<file path="src/rtl/snn_pkg.sv">
// Shared SNN definitions: arbiter FSM encoding and default learning/counter sizes.
package snn_pkg;

   typedef enum logic [1:0] {
      ST_IDLE  = 2'd0,
      ST_ISSUE = 2'd1,
      ST_LEARN = 2'd2
   } snn_state_t;

   localparam int SNN_LEARN_CYC = 3;
   localparam int SNN_CNT_W     = 2;

   function automatic int width_of(input int n);
      return (n > 1) ? $clog2(n) : 1;
   endfunction

endpackage

</file>
<file path="src/rtl/snn_spike_arbiter_if.sv">
// Spike event handshake towards the shared synapse unit: valid/ready plus source index.
interface snn_spike_arbiter_if #(
   parameter int SRC_W = 2
) ();
   logic             ev_valid;
   logic             ev_ready;
   logic [SRC_W-1:0] ev_src;

   modport master (output ev_valid, output ev_src, input ev_ready);
   modport slave  (input ev_valid, input ev_src, output ev_ready);
endinterface

</file>
<file path="src/rtl/snn_spike_arbiter_rr_pick.sv">
// Rotate-priority find-first: first set req bit scanning ptr+1, ptr+2, ... (mod N_SRC).
// Purely combinational, no latency, no backpressure.
module rr_pick #(
   parameter int N_SRC = 4,
   parameter int SRC_W = 2
) (
   input  logic [N_SRC-1:0] req,
   input  logic [SRC_W-1:0] ptr,
   output logic             any,
   output logic [SRC_W-1:0] idx
);

   logic [SRC_W-1:0] cand;

   // Walk from the farthest candidate back to the nearest so the nearest hit wins.
   always_comb begin
      any  = |req;
      idx  = '0;
      cand = '0;
      for (int k = N_SRC; k >= 1; k--) begin
         cand = SRC_W'((int'(ptr) + k) % N_SRC);
         if (req[cand]) idx = cand;
      end
   end

endmodule

</file>
<file path="src/rtl/snn_spike_arbiter.sv">
// Round-robin arbiter of buffered presynaptic spikes onto one STDP datapath; spike->ev_valid in 2 cycles.
// Event held until ev_ready; issue pauses for the post-spike learning window while counters keep accumulating.
module snn_spike_arbiter
   import snn_pkg::*;
#(
   parameter int N_SRC     = 4,
   parameter int CNT_W     = SNN_CNT_W,
   parameter int LEARN_CYC = SNN_LEARN_CYC,
   parameter int SRC_W     = $clog2(N_SRC)
) (
   input  logic                clk,
   input  logic                rst_n,
   input  logic                ena,
   input  logic [N_SRC-1:0]    spike_in,
   input  logic                post_spike,
   input  logic [N_SRC-1:0]    drop_clr,
   snn_spike_arbiter_if.master ev,
   output logic                learn_busy,
   output logic                pend_any,
   output logic [N_SRC-1:0]    drop_flags
);

   localparam int              LW       = width_of(LEARN_CYC);
   localparam logic [CNT_W-1:0] CNT_MAX = '1;
   localparam logic [LW-1:0]   LRN_LOAD = LW'(LEARN_CYC - 1);

   logic [CNT_W-1:0] cnt     [N_SRC];
   logic [CNT_W-1:0] cnt_nxt [N_SRC];
   logic [N_SRC-1:0] nz;
   logic [N_SRC-1:0] dec;
   logic [N_SRC-1:0] drop_set;
   logic             pend_nxt;
   logic             hs;

   snn_state_t       state, state_nxt;
   logic [SRC_W-1:0] rr_ptr, rr_ptr_nxt;
   logic [SRC_W-1:0] src_nxt, pick_idx;
   logic             pick_any;
   logic             valid_nxt;
   logic             learn_req, learn_req_nxt;
   logic [LW-1:0]    learn_cnt, learn_cnt_nxt;

   assign hs = ev.ev_valid & ev.ev_ready;

   always_comb begin
      drop_set = '0;
      nz       = '0;
      dec      = '0;
      pend_nxt = 1'b0;
      for (int i = 0; i < N_SRC; i++) begin
         cnt_nxt[i] = cnt[i];
         nz[i]      = (cnt[i] != '0);
         dec[i]     = hs && (ev.ev_src == SRC_W'(i));
         if (spike_in[i] && !dec[i]) begin
            if (cnt[i] == CNT_MAX) drop_set[i] = 1'b1;
            else                   cnt_nxt[i]  = cnt[i] + CNT_W'(1);
         end else if (!spike_in[i] && dec[i]) begin
            cnt_nxt[i] = cnt[i] - CNT_W'(1);
         end
         pend_nxt = pend_nxt | (cnt_nxt[i] != '0);
      end
   end

   rr_pick #(
      .N_SRC (N_SRC),
      .SRC_W (SRC_W)
   ) u_rr_pick (
      .req (nz),
      .ptr (rr_ptr),
      .any (pick_any),
      .idx (pick_idx)
   );

   always_comb begin
      state_nxt     = state;
      valid_nxt     = ev.ev_valid;
      src_nxt       = ev.ev_src;
      rr_ptr_nxt    = rr_ptr;
      learn_req_nxt = learn_req;
      learn_cnt_nxt = learn_cnt;
      case (state)
         ST_IDLE: begin
            if (post_spike || learn_req) begin
               state_nxt     = ST_LEARN;
               learn_cnt_nxt = LRN_LOAD;
               learn_req_nxt = 1'b0;
            end else if (ena && pick_any) begin
               state_nxt = ST_ISSUE;
               valid_nxt = 1'b1;
               src_nxt   = pick_idx;
            end
         end
         ST_ISSUE: begin
            if (hs) begin
               valid_nxt  = 1'b0;
               rr_ptr_nxt = ev.ev_src;
               if (learn_req || post_spike) begin
                  state_nxt     = ST_LEARN;
                  learn_cnt_nxt = LRN_LOAD;
                  learn_req_nxt = 1'b0;
               end else begin
                  state_nxt = ST_IDLE;
               end
            end else if (post_spike) begin
               // Defer learning until the in-flight event has been accepted.
               learn_req_nxt = 1'b1;
            end
         end
         ST_LEARN: begin
            valid_nxt = 1'b0;
            if (post_spike)              learn_cnt_nxt = LRN_LOAD;
            else if (learn_cnt == '0)    state_nxt     = ST_IDLE;
            else                         learn_cnt_nxt = learn_cnt - LW'(1);
         end
         default: begin
            state_nxt = ST_IDLE;
            valid_nxt = 1'b0;
         end
      endcase
   end

   always_ff @(posedge clk) begin
      if (!rst_n) begin
         state       <= ST_IDLE;
         ev.ev_valid <= 1'b0;
         ev.ev_src   <= '0;
         rr_ptr      <= SRC_W'(N_SRC - 1);
         learn_req   <= 1'b0;
         learn_cnt   <= '0;
         learn_busy  <= 1'b0;
         pend_any    <= 1'b0;
         drop_flags  <= '0;
         for (int i = 0; i < N_SRC; i++) cnt[i] <= '0;
      end else begin
         state       <= state_nxt;
         ev.ev_valid <= valid_nxt;
         ev.ev_src   <= src_nxt;
         rr_ptr      <= rr_ptr_nxt;
         learn_req   <= learn_req_nxt;
         learn_cnt   <= learn_cnt_nxt;
         learn_busy  <= (state_nxt == ST_LEARN);
         pend_any    <= pend_nxt;
         drop_flags  <= (drop_flags & ~drop_clr) | drop_set;
         for (int i = 0; i < N_SRC; i++) cnt[i] <= cnt_nxt[i];
      end
   end

endmodule

</file>
<file path="src/flat_wrapper.sv">
// flat-port wrapper written by rule: the top's interface ports become plain ports
module snn_spike_arbiter_flat import snn_pkg::*;
#(
   parameter int N_SRC     = 4,
   parameter int CNT_W     = SNN_CNT_W,
   parameter int LEARN_CYC = SNN_LEARN_CYC,
   parameter int SRC_W     = $clog2(N_SRC)
)
  (clk, rst_n, ena, spike_in, post_spike, drop_clr, learn_busy, pend_any, drop_flags, ev_ev_valid, ev_ev_src, ev_ev_ready);
  snn_spike_arbiter_if #(.SRC_W(SRC_W)) ev_i ();
  input  logic clk;
  input  logic rst_n;
  input  logic ena;
  input  logic [N_SRC-1:0] spike_in;
  input  logic post_spike;
  input  logic [N_SRC-1:0] drop_clr;
  output logic learn_busy;
  output logic pend_any;
  output logic [N_SRC-1:0] drop_flags;
  output wire logic [$bits(ev_i.ev_valid)-1:0] ev_ev_valid;
  output wire logic [$bits(ev_i.ev_src)-1:0] ev_ev_src;
  input wire logic [$bits(ev_i.ev_ready)-1:0] ev_ev_ready;
  assign ev_ev_valid = ev_i.ev_valid;
  assign ev_ev_src = ev_i.ev_src;
  assign ev_i.ev_ready = ev_ev_ready;
  snn_spike_arbiter #(.N_SRC(N_SRC), .CNT_W(CNT_W), .LEARN_CYC(LEARN_CYC), .SRC_W(SRC_W)) u_core (.clk(clk), .rst_n(rst_n), .ena(ena), .spike_in(spike_in), .post_spike(post_spike), .drop_clr(drop_clr), .ev(ev_i), .learn_busy(learn_busy), .pend_any(pend_any), .drop_flags(drop_flags));
endmodule
</file>
<file path="config.mk">
export PLATFORM = sky130hd
export DESIGN_NAME = snn_spike_arbiter_flat
export DESIGN_NICKNAME = d
export VERILOG_FILES = /design/src/rtl/snn_pkg.sv /design/src/rtl/snn_spike_arbiter_if.sv /design/src/rtl/snn_spike_arbiter_rr_pick.sv /design/src/rtl/snn_spike_arbiter.sv /design/src/flat_wrapper.sv
export SDC_FILE = /design/constraint.sdc
export NUM_CORES = 1
export LEC_CHECK = 0
export CAP_MARGIN = 40
export CORE_ASPECT_RATIO = 0.7
export CORE_MARGIN = 5
export CORE_UTILIZATION = 50
export CTS_CLUSTER_DIAMETER = 80
export DETAILED_ROUTE_END_ITERATION = 10
export PLACE_DENSITY = 0.86
export SLEW_MARGIN = 20
export SYNTH_ARGS = -nofsm -noshare
export SYNTH_HDL_FRONTEND = slang
export SYNTH_SLANG_ARGS = --single-unit
</file>
<file path="constraint.sdc">
create_clock -name clk -period 2.7 [get_ports clk]
set_input_delay 0.405 -clock clk [delete_from_list [all_inputs] [get_ports clk]]
set_output_delay 0.405 -clock clk [all_outputs]
set_load 0.02 [all_outputs]
</file>
==> impl_metrics.json <==
{
  "cts_tree": "yes",
  "yosysUniqueCellTypes": 40,
  "numClockSinks": 24,
  "required_ps": 2850,
  "p_comb_share_pct": 22.2,
  "root_buffer": "clkbuf_8",
  "fin_cells": 211,
  "internal-power_uw": 593,
  "crit_path_start_kind": "primary input",
  "powerDensity_mw_per_mm2": 487,
  "io_buffers": 21,
  "hold_viol": 0,
  "period_share_pct": 80.0,
  "layout.area.seq_um2": 480,
  "drv_slew": 0,
  "core_region_area_mm2": 0.00274,
  "rsz0062_at_grt": "false",
  "cts_resized": 0,
  "viasPerCell": 5.46,
  "clk_latency_ps": 260,
  "slew_headroom_pct": 67.2,
  "timing.hold.worst.start": "u_core.drop_flags[2]$_SDFF_PN0_",
  "via_count": 1152,
  "area_delta_synth_final_pct": 20.0,
  "grt_max_degree": 16,
  "placedCellCount": 207,
  "pin_count": 22,
  "antenna_found_initial": 0,
  "ys_seq_area_share_pct": 34.0,
  "crit_path_end_kind": "register",
  "yosys_most_used_dff": "dfxtp_1",
  "synthTopCellsByArea": "dfxtp_1 34%, ha_1 12%, mux2i_1 7.1%, inv_1 5.3%, nor2_1 4.3%",
  "leakage_uw": 0.000771,
  "ant_nets": 0,
  "final_common_cell": "dfxtp_1",
  "nets": 203,
  "yosysTopAreaCellShare_pct": 34.0,
  "r2r-start": "u_core.ev.ev_valid$_SDFFE_PN0P_",
  "ys_ff_latch": 24,
  "seqPwrFrac_pct": 48.7,
  "firstDrtPassIters": 4,
  "synthArstFlopShare_pct": 0,
  "yosys.area.top_type": "dfxtp_1",
  "htreeDepth": 1,
  "grt_use_total_pct": 16.1,
  "fin_crit_ps": 2160,
  "max_freq_mhz": 463,
  "final_cell_mix": "24 x dfxtp_1, 21 x clkdlybuf4s50_1, 20 x inv_1, 16 x nor2_1, 14 x ha_1",
  "gp_congestion": 0.804,
  "postCtsHoldBufs": 0,
  "p_clk_share_pct": 29.0,
  "wl_per_cell_um": 14.2,
  "clockBufferDepth": 2,
  "fillCellCount": 224,
  "drt_first_iter_violations": 18,
  "routed_wl_mm": 3.00,
  "syn_inst": 155,
  "status": "finished, final reports clean",
  "p_switching_uw": 232,
  "synth-edff-count": 0,
  "cts_buffers": 3,
  "grt_pass1_vias": 1110,
  "hp-class": "reg -> reg",
  "drcViolationCount": 0,
  "grt_overflow": 0,
  "drive_above_1_share_pct": 6.86,
  "antenna_cells": 0,
  "path_max_fanout": 7,
  "multi_input_area_um2": 828,
  "rows": 16,
  "initial_core_util_pct": 51.5,
  "skew_ps": 3.11,
  "maxCapViolCount": 0,
  "finalSetupTns_ps": 0,
  "dp_hpwl_mm": 2.34,
  "setup_viol": 0,
  "netlist_area_mm2": 0.00141,
  "postSynthAreaPerCell_um2": 9.11,
  "arrival_ps": 2310,
  "cts_setup_buffers": 0,
  "die_w_um": 73.5,
  "worstSetupStartpoint": "ev_ev_ready",
  "vdd_ir_drop_max_v": 0.000273,
  "worstSetupPathType": "in -> reg",
  "path_clk_slew_ps": 80,
  "worst-slew-pin-transition_ps": 492,
  "dieArea_mm2": 0.00400,
  "syn_nets": 182,
  "yosysWarningCount": 0,
  "grt_pass1_wl_mm": 4.84,
  "swShare_pct": 28.1,
  "fp.dieH_um": 54.5
}
power by group through the flow:
stage / clock network [uW] / registers [uW] / logic [uW]
floorplan: 0 / 408 / 119
detailed placement: 0 / 410 / 181
global placement: 0 / 408 / 170
finish: 240 / 402 / 183
CTS: 249 / 401 / 183
global route: 268 / 405 / 203
kinds of logic after synthesis:
group / count (synthesis) / share of synthesized area [%]
AOI/OAI and AO/OA: 26 / 14.7
DFF: 24 / 34.0
buffers and inverters: 25 / 7.27
adders and majority gates: 14 / 12.4
xor gates and xnor gates: 4 / 2.48
muxes: 11 / 7.89
and+or+nand+nor: 51 / 21.2
metal layers:
metal | wire, um | track usage (%) | share of wire [%] | vias to the layer above
met1 | 1420 | 18.5 | 47 | 537
met3 | 164 | 4.95 | 5.5 | 4
li1 | - | - | - | 581
met2 | 1380 | 27.8 | 46 | 30
met4 | 40 | 7.23 | 1.3 | 0
met5 | 0 | 0 | 0 | -
stage by stage:
step / utilization (%) / hold WS [ps] / area, um^2 / total power, uW / setup slack [ps]
after floorplan: - / 472 / 1410 / 527 / 970
after global placement: 59.8 / 464 / 1640 / 578 / 345
after detailed placement: 59.8 / 490 / 1640 / 591 / 308
after CTS: 61.8 / 510 / 1690 / 833 / 582
after global routing: 61.8 / 539 / 1690 / 875 / 475
final: 61.8 / 507 / 1690 / 825 / 539
final cells by class:
type / count / area share, %
Tap cell: 36 / 2.66
Multi-Input combinational cell: 106 / 48.9
Inverter: 20 / 4.43
Timing Repair Buffer: 21 / 12.4
Sequential cell: 24 / 28.4
Clock buffer: 4 / 3.25
final timing paths:
check                                    endpoint  slack [ps]  depth (start not counted)
hold / removal    u_core.drop_flags[2]$_SDFF_PN0_         510                          2
setup / recovery       u_core.pend_any$_SDFF_PN0_         540                          6
hold reg to reg   u_core.drop_flags[2]$_SDFF_PN0_         510                          2
setup reg to reg       u_core.pend_any$_SDFF_PN0_         760                          5
flip-flops by register name, summed over array words and instances (netlist names):
signal,flops
u_core.learn_cnt,2
u_core.drop_flags,4
u_core.rr_ptr,2
u_core.state,2
u_core.pend_any,1
u_core.ev.ev_valid,1
u_core.learn_req,1
u_core.learn_busy,1
u_core.cnt,8
u_core.ev.ev_src,2
cell usage after synthesis (all sizes together) (2+ instances only):
| library cell | count |
|---|---|
| and2 | 4 |
| o21ai | 2 |
| a21oi | 6 |
| xnor2 | 4 |
| dfxtp | 24 |
| nand2 | 7 |
| nand4b | 2 |
| clkbuf | 3 |
| a32oi | 4 |
| inv | 20 |
| or3 | 3 |
| ha | 14 |
| o211a | 3 |
| o221ai | 2 |
| buf | 2 |
| nand3b | 2 |
| o21a | 2 |
| nor2 | 16 |
| nor3 | 2 |
| nand3 | 4 |
| nand4 | 5 |
| mux2i | 10 |
worst max-delay path: stages:
cell and delay, ps:
clkdlybuf4s50_1 660, nand4b_2 270, xnor2_1 310, o211a_1 210
nand4_1 90, o41a_1 370
No activity file was read; power rests on OpenSTA's default activity.
